<file path="config.mk">
export PLATFORM = sky130hd
export DESIGN_NAME = mem_stage_sram_ctrl
export DESIGN_NICKNAME = d
export VERILOG_FILES = /design/src/rtl/mem_stage_pkg.sv /design/src/rtl/sram_phase_timer.sv /design/src/rtl/mem_stage_sram_ctrl.sv
export SDC_FILE = /design/constraint.sdc
export NUM_CORES = 1
export LEC_CHECK = 0
export ABC_CLOCK_PERIOD_IN_PS = 3000
export BUFFER_PORTS_ARGS = -buffer_cell sky130_fd_sc_hd__buf_2
export CORE_MARGIN = 4
export CORE_UTILIZATION = 40
export CTS_BUF_LIST = sky130_fd_sc_hd__clkbuf_16
export CTS_CLUSTER_SIZE = 8
export DETAILED_ROUTE_END_ITERATION = 8
export HOLD_SLACK_MARGIN = 0.06
export PLACE_DENSITY = 0.64
export SLEW_MARGIN = 20
export SYNTH_ARGS = -nofsm -noshare
export SYNTH_HDL_FRONTEND = slang
export SYNTH_HIERARCHICAL = 1
export SYNTH_SLANG_ARGS = --single-unit
</file>
<file path="constraint.sdc">
create_clock -name clk -period 3 [get_ports clk]
set_clock_uncertainty 0.15 [all_clocks]
set_input_delay 0.6 -clock clk [delete_from_list [all_inputs] [get_ports clk]]
set_output_delay 0.6 -clock clk [all_outputs]
set_load 0.1 [all_outputs]
</file>
<file path="src/rtl/mem_stage_pkg.sv">
// Shared types and constants for the MEM-stage SRAM access unit.
//   state_e           : access FSM states
//   SRAM_AW / SRAM_DW : external SRAM halfword address and data widths
//   DEFAULT_BASE_ADDR : byte address that maps to SRAM word 0
//   CNT_W             : phase timer width (covers WAIT_CYCLES up to 15)
package mem_stage_pkg;

  localparam int unsigned SRAM_AW           = 18;
  localparam int unsigned SRAM_DW           = 16;
  localparam int unsigned DEFAULT_BASE_ADDR = 1024;
  localparam int unsigned CNT_W             = 4;

  typedef enum logic [1:0] {
    StIdle,
    StLo,
    StHi,
    StDone
  } state_e;

endpackage

</file>
<file path="src/rtl/sram_phase_timer.sv">
// Loadable down-counter timing one 16-bit SRAM phase.
//   clk      : clock
//   rst      : asynchronous active-low reset
//   load     : reload the counter with load_val (phase entry)
//   load_val : cycles-per-phase minus one
//   last     : high on the final cycle of the current phase
module sram_phase_timer
  import mem_stage_pkg::*;
(
  input  logic             clk,
  input  logic             rst,
  input  logic             load,
  input  logic [CNT_W-1:0] load_val,
  output logic             last
);

  logic [CNT_W-1:0] cnt_q, cnt_d;

  always_comb begin
    cnt_d = cnt_q;
    if (load) begin
      cnt_d = load_val;
    end else if (cnt_q != '0) begin
      cnt_d = cnt_q - CNT_W'(1);
    end
  end

  always_ff @(posedge clk or negedge rst) begin
    if (!rst) begin
      cnt_q <= '0;
    end else begin
      cnt_q <= cnt_d;
    end
  end

  assign last = (cnt_q == '0);

endmodule

</file>
<file path="src/rtl/mem_stage_sram_ctrl.sv">
// MEM-stage data-memory access unit: splits one 32-bit load/store into two
// 16-bit accesses (LO then HI halfword) on an asynchronous SRAM and holds
// ready low while the access is in flight.
// Optional feature macro: SRAM_RANGE_CHECK_EN (out-of-range addresses go
// straight to DONE with err=1 and no SRAM strobes; otherwise they wrap).
// Ports:
//   clk, rst            : clock, asynchronous active-low reset
//   mem_r_en, mem_w_en  : load / store request (store wins if both)
//   addr, wdata         : byte address, store data
//   rdata               : load data
//   ready               : low while an access is in progress
//   err                 : one-cycle out-of-range flag
//   sram_addr           : SRAM halfword address (registered)
//   sram_dq_o/_oe/_i    : SRAM data out, drive enable, data in
//   sram_we_n, sram_oe_n: SRAM write strobe / output enable, active-low
module mem_stage_sram_ctrl
  import mem_stage_pkg::*;
#(
  parameter int unsigned BASE_ADDR   = DEFAULT_BASE_ADDR,
  parameter int unsigned WAIT_CYCLES = 2
) (
  input  logic               clk,
  input  logic               rst,
  input  logic               mem_r_en,
  input  logic               mem_w_en,
  input  logic [31:0]        addr,
  input  logic [31:0]        wdata,
  output logic [31:0]        rdata,
  output logic               ready,
  output logic               err,
  output logic [SRAM_AW-1:0] sram_addr,
  output logic [SRAM_DW-1:0] sram_dq_o,
  output logic               sram_dq_oe,
  input  logic [SRAM_DW-1:0] sram_dq_i,
  output logic               sram_we_n,
  output logic               sram_oe_n
);

  localparam logic [CNT_W-1:0] LoadVal = CNT_W'(WAIT_CYCLES - 1);

  state_e state_q, state_d;

  logic               req, range_err, last, timer_load;
  logic [31:0]        off;
  logic [SRAM_AW-2:0] widx_q, widx_sel;
  logic [31:0]        wdata_q, wdata_sel;
  logic               is_wr_q, is_wr_sel;
  logic [31:0]        rdata_q, rdata_d;
  logic [SRAM_AW-1:0] sram_addr_q, sram_addr_d;
  logic [SRAM_DW-1:0] dq_o_q, dq_o_d;
  logic               dq_oe_q, dq_oe_d, we_n_q, we_n_d, oe_n_q, oe_n_d;
  logic               unused_off_bits;

  assign req = mem_r_en | mem_w_en;
  assign off = addr - BASE_ADDR;
  // Byte offset within a word is don't-care; high bits matter only with range check.
  assign unused_off_bits = ^{off[31:19], off[1:0]};

`ifdef SRAM_RANGE_CHECK_EN
  assign range_err = (off[31:19] != '0);
`else
  assign range_err = 1'b0;
`endif

  sram_phase_timer u_timer (
    .clk      (clk),
    .rst      (rst),
    .load     (timer_load),
    .load_val (LoadVal),
    .last     (last)
  );

  // State register
  always_ff @(posedge clk or negedge rst) begin
    if (!rst) begin
      state_q <= StIdle;
    end else begin
      state_q <= state_d;
    end
  end

  // Next-state logic
  always_comb begin
    state_d = state_q;
    unique case (state_q)
      StIdle:  if (req) state_d = range_err ? StDone : StLo;
      StLo:    if (last) state_d = StHi;
      StHi:    if (last) state_d = StDone;
      StDone:  state_d = StIdle;
      default: state_d = StIdle;
    endcase
  end

  assign timer_load = (state_d != state_q) && ((state_d == StLo) || (state_d == StHi));

  // In IDLE the request fields are not latched yet, so the registered SRAM
  // outputs for the first LO cycle come straight from the inputs.
  always_comb begin
    widx_sel  = widx_q;
    wdata_sel = wdata_q;
    is_wr_sel = is_wr_q;
    if (state_q == StIdle) begin
      widx_sel  = off[SRAM_AW:2];
      wdata_sel = wdata;
      is_wr_sel = mem_w_en;
    end
  end

  // Outputs: ready is combinational; SRAM signals are computed for the
  // next state and registered.
  always_comb begin
    ready       = ((state_q == StIdle) && !req) || (state_q == StDone);
    sram_addr_d = sram_addr_q;
    dq_o_d      = dq_o_q;
    dq_oe_d     = 1'b0;
    we_n_d      = 1'b1;
    oe_n_d      = 1'b1;
    if ((state_d == StLo) || (state_d == StHi)) begin
      sram_addr_d = {widx_sel, state_d == StHi};
      if (is_wr_sel) begin
        we_n_d  = 1'b0;
        dq_oe_d = 1'b1;
        dq_o_d  = (state_d == StHi) ? wdata_sel[31:16] : wdata_sel[15:0];
      end else begin
        oe_n_d = 1'b0;
      end
    end

    rdata_d = rdata_q;
    if ((state_q == StLo) && last && !is_wr_q) rdata_d[15:0] = sram_dq_i;
    if ((state_q == StHi) && last && !is_wr_q) rdata_d[31:16] = sram_dq_i;
    if ((state_q == StIdle) && req && range_err && !mem_w_en) rdata_d = '0;
  end

  always_ff @(posedge clk or negedge rst) begin
    if (!rst) begin
      widx_q      <= '0;
      wdata_q     <= '0;
      is_wr_q     <= 1'b0;
      rdata_q     <= '0;
      sram_addr_q <= '0;
      dq_o_q      <= '0;
      dq_oe_q     <= 1'b0;
      we_n_q      <= 1'b1;
      oe_n_q      <= 1'b1;
    end else begin
      if ((state_q == StIdle) && req) begin
        widx_q  <= off[SRAM_AW:2];
        wdata_q <= wdata;
        is_wr_q <= mem_w_en;
      end
      rdata_q     <= rdata_d;
      sram_addr_q <= sram_addr_d;
      dq_o_q      <= dq_o_d;
      dq_oe_q     <= dq_oe_d;
      we_n_q      <= we_n_d;
      oe_n_q      <= oe_n_d;
    end
  end

`ifdef SRAM_RANGE_CHECK_EN
  logic err_q;
  always_ff @(posedge clk or negedge rst) begin
    if (!rst) begin
      err_q <= 1'b0;
    end else begin
      err_q <= (state_q == StIdle) && req && range_err;
    end
  end
  assign err = err_q;
`else
  assign err = 1'b0;
`endif

  assign rdata      = rdata_q;
  assign sram_addr  = sram_addr_q;
  assign sram_dq_o  = dq_o_q;
  assign sram_dq_oe = dq_oe_q;
  assign sram_we_n  = we_n_q;
  assign sram_oe_n  = oe_n_q;

endmodule

</file>
==> results.yml, run 1 <==
timing:
  rsz0062_at_grt: "no"
  period_needed_ps: 2670
  period_share_pct: 89.0
  holdWs_ps: 50.8
  final_hold_viol_count: 0
  max-slew-margin-rel_pct: 58.4
  finalSetupViolations: 0
  final_max_slew_viol_count: 0
  tns_ps: 0
  tightest_slew_ps: 624
  max_freq_mhz: 375
die:
  die_h_um: 126
  rows: 42
  ioPinCount: 155
  start_util_pct: 41.2
  core_um2: 13400
  die_x_um: 126
  dieArea_um2: 15800
cts:
  h-tree-depth: 4
  cts-resized-gates: 0
  cts.path.max_buffers: 2
  clockRootBuffer: "clkbuf_16"
  clock_latency_ps: 410
  postCtsHoldBufs: 0
  tritoncts: "yes"
  post-cts-setup-buffers: 0
  cts.reportedPaths.clkPinSlew_ps: 50
  cts_buffers: 17
  cts.sinks: 125
setup_path:
  crit_family: "flip-flops"
  critPathLaunchType: "flop"
  critPathMaxFanout: 10
  cp_data_arrival_time_ps: 1920
  crit_slowest_cell: "dfrtp_1"
  cp-end-kind: "output port"
  worstPathRequired_ps: 2250
  crit_chain: "nor4_1 > a21o_1 > buf_2"
  path_buf_inv: 1
  cp_slowest_stage_delay_ps: 500
  path_class: "flop to output port"
global_routing:
  grt_usage_pct: 15.9
  grt_pass1_vias: 3939
  antenna_found_initial: 1
  grt_max_degree: 57
  overflow: 0
  grt_pass1_wl_um: 20100
final_layout:
  final_cell_mix: "buf_2 (137), dfrtp_1 (123), mux2_2 (85)"
  fill_cells: 1147
  drive_gt1_share_pct: 54.8
  fin_nets: 627
  finalNonFillerCells: 730
  seq_area_um2: 3130
  area_growth_pct: 28.7
  mostFrequentLayoutCell: "buf_2"
  final_cell_area_um2: 7110
  multiInputGateArea_um2: 2260
placed_design:
  port_buffers: 138
  placed_cells: 697
  placed_area_um2: 6460
  dp_hpwl_um: 8150
  routabilityCongestion: 0.764
detailed_routing:
  antenna_left: 0
  drc: 0
  drt_iter0_drc: 87
  firstDrtPassIters: 4
  drt_wl_total_um: 11700
  vias_per_cell: 5.01
  vias: 3656
  wire_per_inst_um: 16.0
outcome:
  status: "complete, no violations"
synth:
  syn_inst: 391
  syn_avg_cell_area_um2: 14.1
  ys_seq_elements: 125
  netlist_area_um2: 5520
  yosysSeqAreaShare_pct: 56.7
  yosysWarnings: 6
  ys_types: 44
min_path:
  hold_path.class: "primary input to async pin"
job:
  maxCapViolCount: 0
[through the flow]
step	utilization, %	setup WS (ps)
floorplan	-	17.0
global placement	48.2	453
detailed placement	48.2	391
CTS	53.0	320
global route	53.1	181
finish	53.1	331
[final cells by class]
class                      count  area share [%]
clock inverter                15            3.12
inverter                       7           0.370
timing repair buffer         150            11.5
tap                          176            3.10
clock buffer                  17            5.98
antenna                        1          0.0352
sequential                   125            44.0
multi-input combinational    239            31.8
[cells by family (layout without fill, tap and decap cells)]
kind of cell	count (synthesis)	in the layout	synth area share, %
and+or+nand+nor	68	68	6.61
AOI/OAI and AO/OA	36	36	3.96
DFF	125	125	56.7
adders and majority gates	3	3	0.680
xor gates and xnor gates	6	6	0.951
muxes	121	121	28.3
buffers and inverters	30	189	2.72
other	2	6	0.136
[flip-flops by register name, summed over array words and instances, names as in the netlist]
signal	count
state_q	2
sram_addr	18
sram_oe_n	1
widx_q	17
wdata_q	32
sram_we_n	1
u_timer/cnt_q	4
sram_dq_o	16
rdata	32
sram_dq_oe	1
is_wr_q	1
[Yosys cell counts (all sizes together)]
| cell | n | area, um^2 |
|---|---|---|
| dfrtp | 123 | 3080 |
| mux2 | 93 | 1080 |
| nand2 | 21 | 78.8 |
| nor2 | 19 | 86.3 |
| mux4 | 16 | 360 |
| o21ai | 16 | 80.1 |
| buf | 14 | 90.1 |
| mux2i | 12 | 124 |
| a21oi | 10 | 53.8 |
| clkbuf | 9 | 33.8 |
| nor3 | 9 | 45.0 |
| inv | 7 | 26.3 |
| nor3b | 5 | 53.8 |
| xnor2 | 4 | 35.0 |
| ha | 3 | 37.5 |
| nand2b | 3 | 18.8 |
| nor4 | 3 | 18.8 |
| or4 | 3 | 30.0 |
| a21o | 2 | 15.0 |
| a31oi | 2 | 12.5 |
| conb | 2 | 7.51 |
| dfstp | 2 | 52.6 |
| o221ai | 2 | 23.8 |
| or3 | 2 | 13.8 |
| xor2 | 2 | 17.5 |
| a221o | 1 | 10.0 |
| a22o | 1 | 8.76 |
| nand3b | 1 | 7.51 |
| nor2b | 1 | 6.26 |
| o21a | 1 | 7.51 |
| o31ai | 1 | 7.51 |
| or2 | 1 | 6.26 |
[per-layer routing]
metal | part of all wire, % | vias to the layer above | global-route usage (%) | wire length, um
met5 | 0 | - | 0 | 0
met4 | 1.5 | 0 | 4.97 | 180
met3 | 7.9 | 17 | 6.61 | 916
met2 | 47 | 109 | 25.0 | 5450
met1 | 44 | 1827 | 20.1 | 5120
li1 | - | 1703 | - | -
[final timing paths]
kind | start | to | slack [ps] | depth (start not counted)
worst max register to register | u_timer/cnt_q[0]$_DFFE_PN0P_ | u_timer/cnt_q[3]$_DFFE_PN0P_ | 380 | 11
min in group clk | wdata[30] | wdata_q[30]$_DFFE_PN0P_ | 280 | 2
worst min register to register | sram_addr[2]$_DFFE_PN0P_ | sram_addr[2]$_DFFE_PN0P_ | 340 | 2
worst max-delay path | state_q[0]$_DFF_PN0_ | ready | 330 | 3
worst min-delay path | rst | rdata[17]$_DFFE_PN0P_ | 50 | 1
max in group asynchronous | rst | sram_addr[8]$_DFFE_PN0P_ | 1860 | 2
Power of run 1 is left out: the tool's default activity adds up to more than one toggle a clock period on the data nets, which glitch-free logic cannot reach.
==> run 2, diff against run 1 <==
==> constraint.sdc (replaced) <==
create_clock -name clk -period 3 [get_ports clk]
set_clock_uncertainty 0.15 [all_clocks]
set_input_delay 0.45 -clock clk [delete_from_list [all_inputs] [get_ports clk]]
set_output_delay 0.45 -clock clk [all_outputs]
set_load 0.1 [all_outputs]
==> run 2 against run 1 <==
Compared with the run above:
- die area unchanged
- largest cell class unchanged
- critical path type is now flop to flop
- sequential share of layout area up 0.070 points
- critical endpoint is now sram_addr[16]$_DFFE_PN0P_
- flip-flop and latch count unchanged
==> results.yml, run 2 (synthesized netlist as in run 1, its figures left out) <==
min_path:
  min-delay-start: "wdata[15]"
  holdPathStages: 2
  hold_path_end: "wdata_q[15]$_DFFE_PN0P_"
  hold_path.class: "primary input to flop"
cts:
  clockRootBuffer: "clkbuf_16"
  h-tree-depth: 4
  tritoncts: "yes"
  cts.reportedPaths.clkPinSlew_ps: 60
  cts.sinks: 125
  clock_latency_ps: 410
  post-cts-setup-buffers: 0
  cts.path.max_buffers: 2
  cts_buffers: 17
final_layout:
  mostFrequentLayoutCell: "buf_2"
  final_cell_area_um2: 7100
  drive_gt1_share_pct: 54.9
  num_antenna_cells: 0
  area_growth_pct: 28.5
  seq_area_um2: 3130
  final_cell_mix: "buf_2 (137), dfrtp_1 (123), mux2_2 (85)"
  fin_nets: 630
  fill_cells: 1129
  multiInputGateArea_um2: 2260
placed_design:
  port_buffers: 138
  routabilityCongestion: 0.776
  dp_slack_ps: 338
  dp_hpwl_um: 8220
  placed_area_um2: 6470
global_routing:
  grt_pass1_wl_um: 19500
  grt_usage_pct: 15.4
  overflow: 0
  grt_pass1_vias: 3941
  grt_max_degree: 67
  antenna_found_initial: 0
setup_path:
  crit_start: "u_timer/cnt_q[0]$_DFFE_PN0P_"
  path_class: "flop to flop"
  critPathMaxFanout: 22
  cp_slowest_stage_delay_ps: 410
  ff2ff_setup_slack_ps: 330
  crit_slowest_cell: "or3_1"
  crit_chain: "inv_1 > ha_1 > nor3b_4 > nor3_1 > a21o_1 > inv_1 > ha_1 > buf_4 > or3_1 > o221ai_1"
  reg2regPathDepth: 10
  cp_data_arrival_time_ps: 2830
  r2r_end: "sram_addr[16]$_DFFE_PN0P_"
  worstPathRequired_ps: 3160
  critPathLaunchType: "flop"
  r2r-start: "u_timer/cnt_q[0]$_DFFE_PN0P_"
  cp-end-kind: "flop"
detailed_routing:
  drt_iter0_drc: 148
  drc: 0
  wire_per_inst_um: 15.8
  vias: 3652
  vias_per_cell: 4.99
  drt_wl_total_um: 11600
  firstDrtPassIters: 4
  antenna_left: 0
timing:
  finalSetupViolations: 0
  max_freq_mhz: 374
  final_max_slew_viol_count: 0
  final_hold_viol_count: 0
  period_share_pct: 89.1
  max-slew-margin-rel_pct: 65.0
  rsz0062_at_grt: "no"
  period_needed_ps: 2670
  tightest_slew_ps: 523
  setup_ws_ps: 328
  tns_ps: 0
outcome:
  status: "complete, no violations"
die:
  ioPinCount: 155
  rows: 42
  core_um2: 13400
  dieArea_um2: 15800
  die_x_um: 126
  die_h_um: 126
  start_util_pct: 41.2
job:
  maxCapViolCount: 0
[run 2: changes by cell type in the layout (fill, tap and decap cells not counted)]
cell | previous run | this run
clkinv_2 | 2 | 0
clkinvlp_4 | 3 | 2
bufinv_16 | 5 | 3
buf_4 | 10 | 12
inv_6 | 1 | 5
clkinv_4 | 3 | 4
dlygate4sd3_1 | 0 | 1
diode_2 | 1 | 0
[run 2: worst max-delay path: cells and delay by family (launching register included)]
family                     cells  cell delay, ps
AOI/OAI and AO/OA              2             390
adders and majority gates      2             500
buffers and inverters          3             380
DFF                            1             370
and+or+nand+nor                3             790
[run 2: worst max-delay path by stage]
stage,cells after the start,endpoint
final,10,sram_addr[16]$_DFFE_PN0P_
after global routing,10,sram_addr[17]$_DFFE_PN0P_
after detailed placement,10,sram_addr[16]$_DFFE_PN0P_
after global placement,10,sram_addr[17]$_DFFE_PN0P_
after floorplan,13,u_timer/cnt_q[3]$_DFFE_PN0P_
after CTS,10,sram_addr[16]$_DFFE_PN0P_
[run 2: through the flow]
stage          instances  util [%]  hold WS [ps]
2_1_floorplan        394         -          4.41
3_5_place_dp         699      48.3           284
3_3_place_gp         699      48.3           280
4_1_cts              732      53.0           108
6_report             732      53.0           132
5_1_grt              732      53.0           115
[run 2: what timing repair did]
action	CTS	global route
hold buffers	1	0
hold endpoints to repair	33	0
resized for setup	0	0
[run 2: final cells by class]
class,count,share of cell area [%]
clock inverter,15,2.64
tap,176,3.10
timing repair buffer,153,11.9
clock buffer,17,5.99
sequential,125,44.1
inverter,7,0.370
multi-input combinational,239,31.9
[run 2: routing by layer]
metal | part of all wire (%) | GRT usage, % | wire (um) | vias up
met4 | 1.7 | 5.80 | 192 | 0
met5 | 0 | 0 | 0 | -
met1 | 44 | 19.9 | 5110 | 1824
met3 | 6.8 | 5.71 | 784 | 16
met2 | 47 | 23.8 | 5480 | 111
li1 | - | - | - | 1701
Power of run 2 is left out for the same reason.
